## config.mk

```make
export PLATFORM = sky130hd
export DESIGN_NAME = multilane_pattern_gen
export DESIGN_NICKNAME = d
export VERILOG_FILES = /design/src/rtl/pattern_gen_pkg.sv /design/src/rtl/prbs_lfsr.sv /design/src/rtl/multilane_pattern_gen.sv
export SDC_FILE = /design/constraint.sdc
export NUM_CORES = 1
export LEC_CHECK = 0
export ABC_AREA = 1
export ABC_CLOCK_PERIOD_IN_PS = 6700
export BUFFER_PORTS_ARGS = -buffer_cell sky130_fd_sc_hd__buf_4
export CORE_MARGIN = 1.5
export CORE_UTILIZATION = 40
export DETAILED_ROUTE_END_ITERATION = 16
export SETUP_SLACK_MARGIN = 0.05
export SYNTH_ARGS = -nofsm -noshare
export SYNTH_HDL_FRONTEND = slang
export SYNTH_SLANG_ARGS = --single-unit
```

## constraint.sdc

```tcl
create_clock -name clk -period 6.7 [get_ports clk]
set_clock_uncertainty 0.1 [all_clocks]
set_input_delay 0.67 -clock clk [delete_from_list [all_inputs] [get_ports clk]]
set_output_delay 0.67 -clock clk [all_outputs]
set_load 0.05 [all_outputs]
```

## src/rtl/pattern_gen_pkg.sv

```systemverilog
// Shared types and constants for the multilane pattern generator:
// pattern modes, FSM state encodings, PRBS polynomial taps and lane seeding.
package pattern_gen_pkg;

  typedef enum logic [2:0] {
    MODE_SINGLE   = 3'd0,
    MODE_PERIODIC = 3'd1,
    MODE_CLOCK    = 3'd2,
    MODE_PRBS7    = 3'd3,
    MODE_PRBS15   = 3'd4,
    MODE_PRBS31   = 3'd5,
    MODE_CONST6   = 3'd6,
    MODE_CONST7   = 3'd7
  } mode_e;

  localparam logic [1:0] ST_IDLE = 2'd0;
  localparam logic [1:0] ST_RUN  = 2'd1;
  localparam logic [1:0] ST_DONE = 2'd2;

  localparam int PRBS7_N  = 7;
  localparam int PRBS7_T  = 6;
  localparam int PRBS15_N = 15;
  localparam int PRBS15_T = 14;
  localparam int PRBS31_N = 31;
  localparam int PRBS31_T = 28;

  // Lane k seeds with ~k; callers keep the low N bits, which stay nonzero for k < 64.
  function automatic logic [30:0] prbs_seed(input int unsigned lane);
    logic [31:0] v;
    v = ~32'(lane);
    return v[30:0];
  endfunction

endpackage

```

## src/rtl/prbs_lfsr.sv

```systemverilog
// Fibonacci LFSR advancing WIDTH steps per enabled cycle; word[i] is the i-th new bit.
// Seed is loaded on reset or on a load strobe (start of run).
module prbs_lfsr #(
  parameter int N     = 7,
  parameter int T     = 6,
  parameter int WIDTH = 1
) (
  input  logic             clk,
  input  logic             rst,
  input  logic             load,
  input  logic             adv,
  input  logic [N-1:0]     seed,
  output logic [WIDTH-1:0] word
);

  logic [N-1:0] state_q;
  logic [N-1:0] state_next;

  always_comb begin
    logic [N-1:0] s;
    logic         nb;
    s    = state_q;
    nb   = 1'b0;
    word = '0;
    for (int i = 0; i < WIDTH; i++) begin
      nb      = s[N-1] ^ s[T-1];
      s       = {s[N-2:0], nb};
      word[i] = nb;
    end
    state_next = s;
  end

  always_ff @(posedge clk) begin
    if (rst || load) begin
      state_q <= seed;
    end else if (adv) begin
      state_q <= state_next;
    end
  end

endmodule

```

## src/rtl/multilane_pattern_gen.sv

```systemverilog
// Multilane stimulus source: pulse, periodic pulse, clock and PRBS patterns with
// single-bit error injection on lane 0. All outputs are registered.
module multilane_pattern_gen
  import pattern_gen_pkg::*;
#(
  parameter int   LANES = 1,
  parameter int   WIDTH = 1,
  parameter logic B0    = 1'b0
) (
  input  logic                   clk,
  input  logic                   rst,
  input  logic                   en,
  input  logic [2:0]             mode,
  input  logic [15:0]            delay,
  input  logic [15:0]            pulse_len,
  input  logic [15:0]            period,
  input  logic                   inj_err,
  output logic [LANES*WIDTH-1:0] dout,
  output logic                   valid,
  output logic                   done
);

  localparam logic [LANES*WIDTH-1:0] IDLE_WORD = {(LANES*WIDTH){B0}};

  logic [1:0]  state_q;
  logic        en_q;
  mode_e       mode_q;
  logic [15:0] delay_q;
  logic [15:0] len_q;
  logic [16:0] per_q;
  logic [31:0] t_q;
  logic [16:0] ph_q;

  logic        start;
  logic        single_end;
  logic        adv;
  logic [16:0] end_ui;
  logic [16:0] eff_period;
  mode_e       start_mode;
  logic [31:0] t_sat;
  logic [16:0] ph_next;
  logic [WIDTH-1:0] pat;
  logic [LANES*WIDTH-1:0] dout_next;

  logic [WIDTH-1:0] p7_w  [LANES];
  logic [WIDTH-1:0] p15_w [LANES];
  logic [WIDTH-1:0] p31_w [LANES];

  // A run needs a fresh 0->1 edge; en_q resets to 1 so a held-high en cannot start one.
  assign start      = (state_q == ST_IDLE) && en && !en_q;
  assign end_ui     = {1'b0, delay_q} + {1'b0, len_q};
  assign single_end = (mode_q == MODE_SINGLE) && (t_q >= 32'(end_ui));
  assign adv        = (state_q == ST_RUN) && en && !single_end;
  assign t_sat      = (t_q > (32'hFFFF_FFFF - 32'(WIDTH))) ? 32'hFFFF_FFFF : t_q + 32'(WIDTH);
  assign start_mode = ((mode == 3'(MODE_PERIODIC)) && (period == 16'd0)) ? MODE_SINGLE : mode_e'(mode);

  always_comb begin
    eff_period = {1'b0, period};
    if (eff_period < 17'(WIDTH)) eff_period = 17'(WIDTH);
    if (eff_period < ({1'b0, pulse_len} + 17'd1)) eff_period = {1'b0, pulse_len} + 17'd1;
  end

  for (genvar k = 0; k < LANES; k++) begin : g_lane
    localparam logic [30:0] SEED = prbs_seed(k);

    prbs_lfsr #(.N(PRBS7_N), .T(PRBS7_T), .WIDTH(WIDTH)) u_p7 (
      .clk(clk), .rst(rst), .load(start), .adv(adv && (mode_q == MODE_PRBS7)),
      .seed(SEED[PRBS7_N-1:0]), .word(p7_w[k])
    );
    prbs_lfsr #(.N(PRBS15_N), .T(PRBS15_T), .WIDTH(WIDTH)) u_p15 (
      .clk(clk), .rst(rst), .load(start), .adv(adv && (mode_q == MODE_PRBS15)),
      .seed(SEED[PRBS15_N-1:0]), .word(p15_w[k])
    );
    prbs_lfsr #(.N(PRBS31_N), .T(PRBS31_T), .WIDTH(WIDTH)) u_p31 (
      .clk(clk), .rst(rst), .load(start), .adv(adv && (mode_q == MODE_PRBS31)),
      .seed(SEED[PRBS31_N-1:0]), .word(p31_w[k])
    );
  end

  // Shared pulse/clock word. The periodic phase re-zeroes at the first UI reaching
  // delay and wraps with a single subtraction, which holds because per_q >= WIDTH.
  always_comb begin
    logic [32:0] u;
    logic [16:0] c;
    logic        started;
    logic        on;
    pat     = '0;
    u       = '0;
    on      = 1'b0;
    c       = ph_q;
    started = (t_q >= 32'(delay_q));
    for (int i = 0; i < WIDTH; i++) begin
      u  = {1'b0, t_q} + 33'(i);
      on = 1'b0;
      case (mode_q)
        MODE_SINGLE: on = (u >= 33'(delay_q)) && (u < 33'(end_ui));
        MODE_PERIODIC: begin
          if (u == 33'(delay_q)) begin
            c       = '0;
            started = 1'b1;
          end
          on = started && (c < {1'b0, len_q});
          if (started) begin
            c = c + 17'd1;
            if (c >= per_q) c = c - per_q;
          end
        end
        MODE_CLOCK: on = ~u[0];
        default:    on = 1'b0;
      endcase
      pat[i] = on ^ B0;
    end
    ph_next = started ? c : 17'd0;
  end

  always_comb begin
    logic [WIDTH-1:0] lw;
    dout_next = IDLE_WORD;
    lw        = '0;
    for (int k = 0; k < LANES; k++) begin
      case (mode_q)
        MODE_SINGLE, MODE_PERIODIC, MODE_CLOCK: lw = pat;
        MODE_PRBS7:  lw = p7_w[k];
        MODE_PRBS15: lw = p15_w[k];
        MODE_PRBS31: lw = p31_w[k];
        default:     lw = {WIDTH{B0}};
      endcase
      dout_next[k*WIDTH +: WIDTH] = lw;
    end
    dout_next[0] = dout_next[0] ^ inj_err;
  end

  always_ff @(posedge clk) begin
    if (rst) begin
      state_q <= ST_IDLE;
      en_q    <= 1'b1;
      mode_q  <= MODE_SINGLE;
      delay_q <= '0;
      len_q   <= '0;
      per_q   <= '0;
      t_q     <= '0;
      ph_q    <= '0;
      dout    <= IDLE_WORD;
      valid   <= 1'b0;
      done    <= 1'b0;
    end else begin
      en_q <= en;
      case (state_q)
        ST_IDLE: begin
          dout  <= IDLE_WORD;
          valid <= 1'b0;
          done  <= 1'b0;
          if (start) begin
            state_q <= ST_RUN;
            mode_q  <= start_mode;
            delay_q <= delay;
            len_q   <= pulse_len;
            per_q   <= eff_period;
            t_q     <= '0;
            ph_q    <= '0;
          end
        end
        ST_RUN: begin
          if (!en) begin
            state_q <= ST_IDLE;
            dout    <= IDLE_WORD;
            valid   <= 1'b0;
            done    <= 1'b0;
          end else if (single_end) begin
            state_q <= ST_DONE;
            dout    <= IDLE_WORD;
            valid   <= 1'b1;
            done    <= 1'b1;
          end else begin
            dout  <= dout_next;
            valid <= 1'b1;
            t_q   <= t_sat;
            ph_q  <= ph_next;
          end
        end
        ST_DONE: begin
          if (!en) begin
            state_q <= ST_IDLE;
            dout    <= IDLE_WORD;
            valid   <= 1'b0;
            done    <= 1'b0;
          end
        end
        default: state_q <= ST_IDLE;
      endcase
    end
  end

endmodule
```

# == Word-level counts from Yosys, hierarchy flattened ==
# Cells that the tools add are included.
# totals
register_bits,160
elab_cells,111
output_inout_bits,3
in_bits,55
# op_classes
eq_ne,15
order_cmp,9
bitwise,5
mux,37
n_addsub,5
n_reduce_logical,26
# op_table
operator,count
17-bit 2-to-1 mux,10
32-bit 2-to-1 mux,4
32-bit by 16-bit greater-or-equal comparator with 1-bit output,2
32-bit case mux with 2 select lines,1
17-bit case mux with 2 select lines,1
"32-bit by 1-bit adder with 32-bit output, second input constant",1
32-bit by 16-bit equality test with 1-bit output,1
32-bit by 17-bit greater-or-equal comparator with 1-bit output,1
"32-bit greater-than comparator, second input constant",1
32-bit by 17-bit < comparator with 1-bit output,1
"16-bit by 1-bit adder with 17-bit output, second input constant",1
16-bit by 16-bit adder with 17-bit output,1
"17-bit by 1-bit adder with 17-bit output, second input constant",1
17-bit greater-or-equal comparator,1
17-bit by 16-bit < comparator with 1-bit output,1
17-bit < comparator,1
17-bit subtractor,1
16-bit zero test,1
"16-bit by 1-bit < comparator with 1-bit output, second input constant",1
16-bit 2-to-1 mux,1
1-bit case mux with 3 select lines,4
1-bit logical AND,11
1-bit 2-to-1 mux,9
2-bit 2-to-1 mux,4
25 further kinds,36

# == Logic depth before layout (Yosys ltp) ==
# Gate-level depths: netlist (run 1).
# logic_depth
word_depth,12
depth_mapped,32
ltp_nobuf,30

# == Cells and area by module ==
# From an unflattened synthesis (run 1), not the netlist that was laid out.
# unflattened
hier_cells,1658
hier_area_um2,11713.7
# by_module_without_submodules
module,n_inst,seq_area_each_um2,area_per_inst_um2,cells_each
multilane_pattern_gen,1,2142.1,9278.9,1411
prbs_lfsr at g_lane[0].u_p31,1,930.9,1393.8,139
prbs_lfsr at g_lane[0].u_p15,1,450.4,700.7,71
prbs_lfsr at g_lane[0].u_p7,1,210.2,340.3,37

# == Worst setup path after synthesis (run 1) ==
# Ideal clock, no wire load.
# synth_timing
path_kind,flip-flop to flip-flop
startpoint,reg t_q[0]
endpoint,reg ph_q[10]
arrival_ns,3.882
t_required_ns,6.472
path_buffers,2
path_stages_with_launch,31
setup_ns,0.128
path_slack_ns,2.590
cell_sequence,dfxtp_1 inv_1 ha_1 nand2_1 nor2_1 nand2_1 nor2_1 nand2_4 inv_4 buf_6 nor2_1 ha_1 nand3_2 nor2_2 nand3_2 nor2_2 xor2_1 inv_2 ha_1 nand2_1 nor4_1 nand4_1 o211ai_1 a21oi_1 inv_1 clkbuf_1 nand2_1 nand3_1 nor2_1 nor2_1 nor2_1
# synth_between
elab_chain_len,12
# synth_lines
element,line,source
"start, declared",multilane_pattern_gen.sv:31,logic [31:0] t_q;
"start signal, assigned",multilane_pattern_gen.sv:177,t_q <= t_sat;
32-bit by 16-bit equality test with 1-bit output,multilane_pattern_gen.sv:98,if (u == 33'(delay_q)) begin
17-bit 2-to-1 mux,multilane_pattern_gen.sv:98,
17-bit 2-to-1 mux,multilane_pattern_gen.sv:95,case (mode_q)
17-bit by 1-bit adder with 17-bit output,multilane_pattern_gen.sv:104,c = c + 17'd1;
17-bit subtractor / 17-bit greater-or-equal comparator (equally long branches),multilane_pattern_gen.sv:105,if (c >= per_q) c = c - per_q;
17-bit 2-to-1 mux,multilane_pattern_gen.sv:105,
17-bit 2-to-1 mux,multilane_pattern_gen.sv:103,if (started) begin
17-bit 2-to-1 mux,multilane_pattern_gen.sv:95,
17-bit 2-to-1 mux,multilane_pattern_gen.sv:113,ph_next = started ? c : 17'd0;
17-bit 2-to-1 mux,multilane_pattern_gen.sv:169,end else if (single_end) begin
17-bit 2-to-1 mux,multilane_pattern_gen.sv:164,if (!en) begin
17-bit case mux with 2 select lines,multilane_pattern_gen.sv:148,case (state_q)
"end signal, assigned",multilane_pattern_gen.sv:178,ph_q <= ph_next;
"end, declared",multilane_pattern_gen.sv:32,logic [16:0] ph_q;
# Parallel ways exist; a longest one is shown, timed or not. The select of a mux whose other input is x is not followed.
# A chain may end at the register's enable or synchronous reset.

# == Worst setup path in the final report (run 1) ==
# layout_timing
startpoint,reg delay_q[0]
endpoint,reg g_lane[0].u_p31.state_q[7]
# layout_between
elab_chain_len,6
# layout_lines
element,line,source
"start, declared",multilane_pattern_gen.sv:28,logic [15:0] delay_q;
"start signal, assigned",multilane_pattern_gen.sv:156,delay_q <= delay;
16-bit by 16-bit adder with 17-bit output,multilane_pattern_gen.sv:51,"assign end_ui = {1'b0, delay_q} + {1'b0, len_q};"
32-bit by 17-bit greater-or-equal comparator with 1-bit output,multilane_pattern_gen.sv:52,assign single_end = (mode_q == MODE_SINGLE) && (t_q >= 32'(end_ui));
1-bit logical AND,multilane_pattern_gen.sv:52,
1-bit zero test,multilane_pattern_gen.sv:53,assign adv = (state_q == ST_RUN) && en && !single_end;
1-bit logical AND,multilane_pattern_gen.sv:53,
1-bit logical AND,multilane_pattern_gen.sv:75,".clk(clk), .rst(rst), .load(start), .adv(adv && (mode_q == MODE_PRBS31)),"
"end signal, assigned",prbs_lfsr.sv:37,state_q <= state_next;
"end, declared",prbs_lfsr.sv:16,logic [N-1:0] state_q;
# No other way between the ends.

==> results.json, run 1 <==
{
  "drive_above_1_share_pct": 9.47,
  "power.switching_uw": 716,
  "avgSynthCellArea_um2": 6.77,
  "slowest_delay_ns": 0.66,
  "timing.fmax_ghz": 0.191,
  "setup_viol": 0,
  "grt_max_degree": 58,
  "tightest_slew_ns": 1.06,
  "postCtsSetupBuffers": 0,
  "clk_latency_ns": 0.43,
  "clkPwrFrac_pct": 40.8,
  "setup_ws_ns": 1.47,
  "start_kind": "register",
  "syn_inst": 1628,
  "relSlewSlack_pct": 28.4,
  "pwr-share-comb_pct": 18.2,
  "critical-path-top-delay-family": "buffers and inverters",
  "cts.sinks": 160,
  "wl_per_cell_um": 14.8,
  "min_from": "delay[14]",
  "rsz0062_at_grt": "no",
  "rows": 60,
  "core-area_um2": 27000,
  "vdd_drop_max_mv": 0.162,
  "arrival_ns": 5.50,
  "root_buffer": "clkbuf_16",
  "die_w_um": 169,
  "seq_area_um2": 3200,
  "io_pins": 58,
  "cp.depth": 28,
  "min_path_type": "input port to register",
  "grt_pass1_vias": 9756,
  "netlist_area_um2": 11000,
  "grt_overflow": 0,
  "first_iter_violations": 845,
  "cts_buffers": 17,
  "setup_tns_ns": 0,
  "portBuffers": 57,
  "clk_pin_slew_ns": 0.07,
  "cts-hold-fix-buffers": 0,
  "synth_top_cell_by_area": "dfxtp_1",
  "routed-via-count": 10299,
  "ant_nets": 0,
  "power_density_nw_per_um2": 197,
  "fin_nets": 1801,
  "maxSlewViolCount": 0,
  "vias_per_cell": 5.15,
  "die_h_um": 169,
  "grt_pass1_wl_um": 49300,
  "die_area_um2": 28600,
  "post-route-period-util_pct": 78.1,
  "crit_type": "register to register",
  "pre_cts_ws_ns": 1.51,
  "hold_viol_final": 0,
  "clock_path_buffers": 2,
  "r2r_end": "g_lane[0].u_p31.state_q[7]",
  "setup.worst_path.end_class": "register",
  "r2r-start": "delay_q[0]",
  "final_cell_mix": "nand2_1, inv_1, dfxtp_1",
  "synth.top_cell.area_share_pct": 29.0,
  "p_sw_share_pct": 29.8,
  "gp_congestion": 0.896,
  "dp_cells": 1967,
  "r2r_cells": 28,
  "yosys-top-cells-area": "dfxtp_1, nand2_1, ha_1, inv_1, nand3_1",
  "yosysWarnings": 0,
  "tritoncts": "done",
  "multi_input_area_um2": 6750,
  "antenna_found_initial": 0,
  "synth_nets": 1784,
  "dp_hpwl_um": 22500,
  "cts.repair.resized": 0,
  "leakagePower_uw": 0.00548,
  "path_buf_inv": 5,
  "initial_utilization_pct": 40.8,
  "holdPathEnd": "delay_q[14]",
  "min_path_cells": 3,
  "htree_levels": 4,
  "p_total_uw": 2400,
  "crit_top_cell": "nand2_1",
  "cp.required_ns": 6.97,
  "crit_fanout": 32,
  "final_common_cell": "nand2_1",
  "antenna_cells": 0,
  "cap_violations": 0,
  "synth-seq-cells": 160,
  "grt_use_total_pct": 21.6,
  "ys_types": 52,
  "drt_wl_total_um": 29500,
  "power_frac_seq_pct": 41.0,
  "yosysSeqAreaShare_pct": 29.0,
  "status": "finished, final reports clean",
  "rrSetupSlack_ns": 1.47,
  "final_cells": 1999,
  "n_fill_cell": 2821,
  "hold_slack_ns": 0.332,
  "syn2layout_area_growth_pct": 10.8,
  "min_period_ns": 5.23,
  "p_int_uw": 1690,
  "drc": 0,
  "crit_slowest_cell": "inv_1",
  "firstDrtPassIters": 5
}
## flip-flops by register name, summed over array words and instances (netlist names)
signal	cells
t_q	32
g_lane.u_p31.state_q	31
per_q	17
ph_q	17
delay_q	16
len_q	16
g_lane.u_p15.state_q	15
g_lane.u_p7.state_q	7
mode_q	3
state_q	2
done	1
dout	1
en_q	1
valid	1
## power groups by stage
stage | clock network, uW | logic [uW] | registers [uW]
2_1_floorplan | 0 | 328 | 1000
3_3_place_gp | 0 | 435 | 1010
3_5_place_dp | 0 | 438 | 1010
4_1_cts | 1000 | 440 | 985
5_1_grt | 1050 | 499 | 987
6_report | 981 | 439 | 985
## cell type report
class | instances | share of cell area (%)
Sequential cell | 160 | 26.2
Inverter | 208 | 6.43
Timing Repair Buffer | 63 | 3.87
Tap cell | 341 | 3.49
Clock inverter | 11 | 1.07
Multi-Input combinational cell | 1195 | 55.2
Clock buffer | 21 | 3.69
## metrics by stage
step | util (%) | instance area, um2
global route | 45.2 | 12200
finish | 45.2 | 12200
global placement | 43.1 | 11600
floorplan | - | 11000
CTS | 45.2 | 12200
detailed placement | 43.1 | 11600
## metal layers
layer  part of all wire (%)  up-vias  global-route usage, %
met3                    3.5       28                   3.04
met4                    1.5        0                   5.54
met2                     46      174                   36.4
met5                      0        -                      0
li1                       -     5404                      -
met1                     48     4693                   28.9
## cells in the mapped netlist (all sizes together)
library cell and instances:
a211oi 5, a21o 3, a21oi 121, a22o 1, a311oi 1, a31o 1
a31oi 5, and2 1, and3 2, buf 16, clkbuf 49, clkinv 2
dfxtp 160, fa 2, ha 99, inv 206, nand2 378, nand3 138
nand3b 2, nand4 41, nor2 143, nor3 37, nor4 12, o2111ai 1
o211ai 7, o21a 5, o21ai 100, o21bai 5, o221a 1, o22ai 15
o31ai 1, or2 3, xnor2 23, xor2 42
## worst min-delay path, cell delays in order
cell	delay, ns
buf_4	0.08
nand2_1	0.04
o21ai_0	0.05
## kinds of logic (layout without fill, tap and decap cells)
family | Yosys count | in the layout | synth area share (%)
DFF | 160 | 160 | 29.0
AOI/OAI and AO/OA | 272 | 272 | 13.4
buffers and inverters | 273 | 303 | 9.88
adders and majority gates | 101 | 101 | 11.6
xor gates and xnor gates | 65 | 65 | 5.16
and+or+nand+nor | 757 | 757 | 30.9
## worst max path at each step
stage | startpoint | end | slack, ns
after floorplan | t_q[0] | ph_q[10] | 2.59
after global placement | delay_q[0] | g_lane[0].u_p31.state_q[18] | 1.64
after detailed placement | len_q[0] | g_lane[0].u_p31.state_q[7] | 1.51
after CTS | delay_q[0] | g_lane[0].u_p31.state_q[7] | 1.48
after global routing | delay_q[0] | g_lane[0].u_p31.state_q[28] | 0.92
final | delay_q[0] | g_lane[0].u_p31.state_q[7] | 1.47
No activity file was read; power rests on OpenSTA's default activity.
==> run 2, diff against run 1 <==
ABC_CLOCK_PERIOD_IN_PS = 5000   (was 6700)
clock period = 5 ns   (was 6.7 ns; I/O delays follow)
==> results.json, run 2 (synthesis gave the netlist of run 1 again) <==
{
  "tightest_slew_ns": 1.21,
  "initial_utilization_pct": 40.8,
  "final_common_cell": "nand2_1",
  "drive_above_1_share_pct": 11.1,
  "setup_viol": 0,
  "routed-via-count": 10512,
  "start_kind": "register",
  "hold_viol_final": 0,
  "power_density_nw_per_um2": 258,
  "die_w_um": 169,
  "n_fill_cell": 2779,
  "gp_congestion": 0.896,
  "drt_wl_total_um": 30200,
  "hold_slack_ns": 0.161,
  "status": "finished, final reports clean",
  "utilization_pct": 45.9,
  "arrival_ns": 4.74,
  "antenna_cells": 0,
  "post-route-period-util_pct": 89.6,
  "first_iter_violations": 732,
  "grt_max_degree": 58,
  "clk_latency_ns": 0.44,
  "root_buffer": "clkbuf_16",
  "grt_pass1_wl_um": 49400,
  "final_area_um2": 12400,
  "regMostFlops": "t_q",
  "dp_hpwl_um": 22900,
  "maxSlewViolCount": 0,
  "clock_path_buffers": 2,
  "cts_buffers": 17,
  "ant_nets": 0,
  "syn2layout_area_growth_pct": 12.5,
  "rows": 60,
  "relSlewSlack_pct": 18.9,
  "grt_overflow": 0,
  "setup_ws_ns": 0.520,
  "crit_fanout": 17,
  "tritoncts": "done",
  "cts.sinks": 160,
  "largest_reg_flops": 32,
  "grt_use_total_pct": 21.7,
  "wl_per_cell_um": 14.9,
  "core-area_um2": 27000,
  "timing.fmax_ghz": 0.223,
  "top_regs": "t_q x32, g_lane.u_p31.state_q x31",
  "portBuffers": 57,
  "rsz0062_at_grt": "no",
  "vdd_drop_max_mv": 0.232,
  "setup_tns_ns": 0,
  "min_path_type": "input port to register",
  "die_h_um": 169,
  "final_cell_mix": "nand2_1, inv_1, dfxtp_1",
  "fin_nets": 1824,
  "htree_levels": 4,
  "leakagePower_uw": 0.00560,
  "drc": 0,
  "clk_pin_slew_ns": 0.07,
  "die_area_um2": 28600,
  "crit_type": "register to register",
  "setup.worst_path.end_class": "register",
  "antenna_found_initial": 0,
  "grt_pass1_vias": 9881,
  "cap_violations": 0,
  "pre_cts_ws_ns": 0.404,
  "vias_per_cell": 5.20,
  "firstDrtPassIters": 6,
  "min_period_ns": 4.48,
  "place_area_um2": 11800,
  "cp.required_ns": 5.26,
  "io_pins": 58
}
[run 2: cell count changes in the layout (fill, tap and decap cells not counted), sizes merged]
cell	delta
clkinv	+4
buf	+19
inv	+2
bufinv	-2
nor2	+2
clkbuf	-2
clkinvlp	-1
[run 2: worst paths after layout]
path                                             startpoint                     endpoint  slack, ns  cells past startpoint
worst max-delay path                               len_q[2]                     ph_q[14]       0.52                     26
worst min-delay path                               delay[4]                   delay_q[4]       0.16                      3
worst max register to register                     len_q[2]                     ph_q[14]       0.52                     26
worst min register to register  g_lane[0].u_p31.state_q[29]  g_lane[0].u_p31.state_q[30]       0.36                      2
[run 2: timing repair]
item                       in CTS  in global routing
buffers inserted                0                  4
setup endpoints to repair       0                 68
hold buffers                    0                  0
gates resized for setup         0                 12
[run 2: cell type report]
type / instances / area, um2 / area share [%]
multi-input cells: 1197 / 6790 / 54.7
well taps: 341 / 427 / 3.44
repair buffers: 82 / 619 / 4.99
repair inverters: 2 / 15.0 / 0.121
flip-flops and latches: 160 / 3210 / 25.9
clock inverters: 12 / 116 / 0.938
inverters: 208 / 793 / 6.39
clock buffers: 19 / 443 / 3.57
[run 2: worst max-delay path, stage by stage (launching register included)]
cell	delay [ns]
dfxtp_1	0.33
ha_1	0.38
nand3_1	0.10
nand2_1	0.16
nand2_1	0.07
nand3_1	0.12
a21oi_1	0.08
o21bai_1	0.19
a21oi_1	0.10
o21bai_1	0.22
nand3_1	0.14
o21ai_1	0.18
xnor2_1	0.13
ha_1	0.27
a21oi_1	0.14
o21ai_0	0.09
nor2_1	0.11
nand2_1	0.06
nand2_1	0.11
nand3_1	0.14
nand2_1	0.11
nand2_2	0.11
nand2_4	0.19
inv_4	0.11
nor2_4	0.32
nand4_1	0.15
a21oi_1	0.19
[run 2: power breakdown]
part           total, uW  leakage [uW]  internal (uW)  switching (uW)
combinational        616       0.00402            221             395
sequential          1320       0.00130           1300            19.5
clock               1270      0.000278            669             601
total               3200       0.00560           2190            1020
[run 2: per-stage QoR]
step           instances  power [uW]
3_3_place_gp        1982        1950
5_1_grt             2021        3360
4_1_cts             2013        3220
6_report            2021        3200
3_5_place_dp        1982        1950
2_1_floorplan       1628        1780
[run 2: per-layer routing]
metal	wire length [um]	global-route usage (%)	part of all wire, %
met5	0	0	0
met3	1300	2.90	4.3
met4	518	6.12	1.7
met1	14200	28.9	47
met2	14200	36.9	47
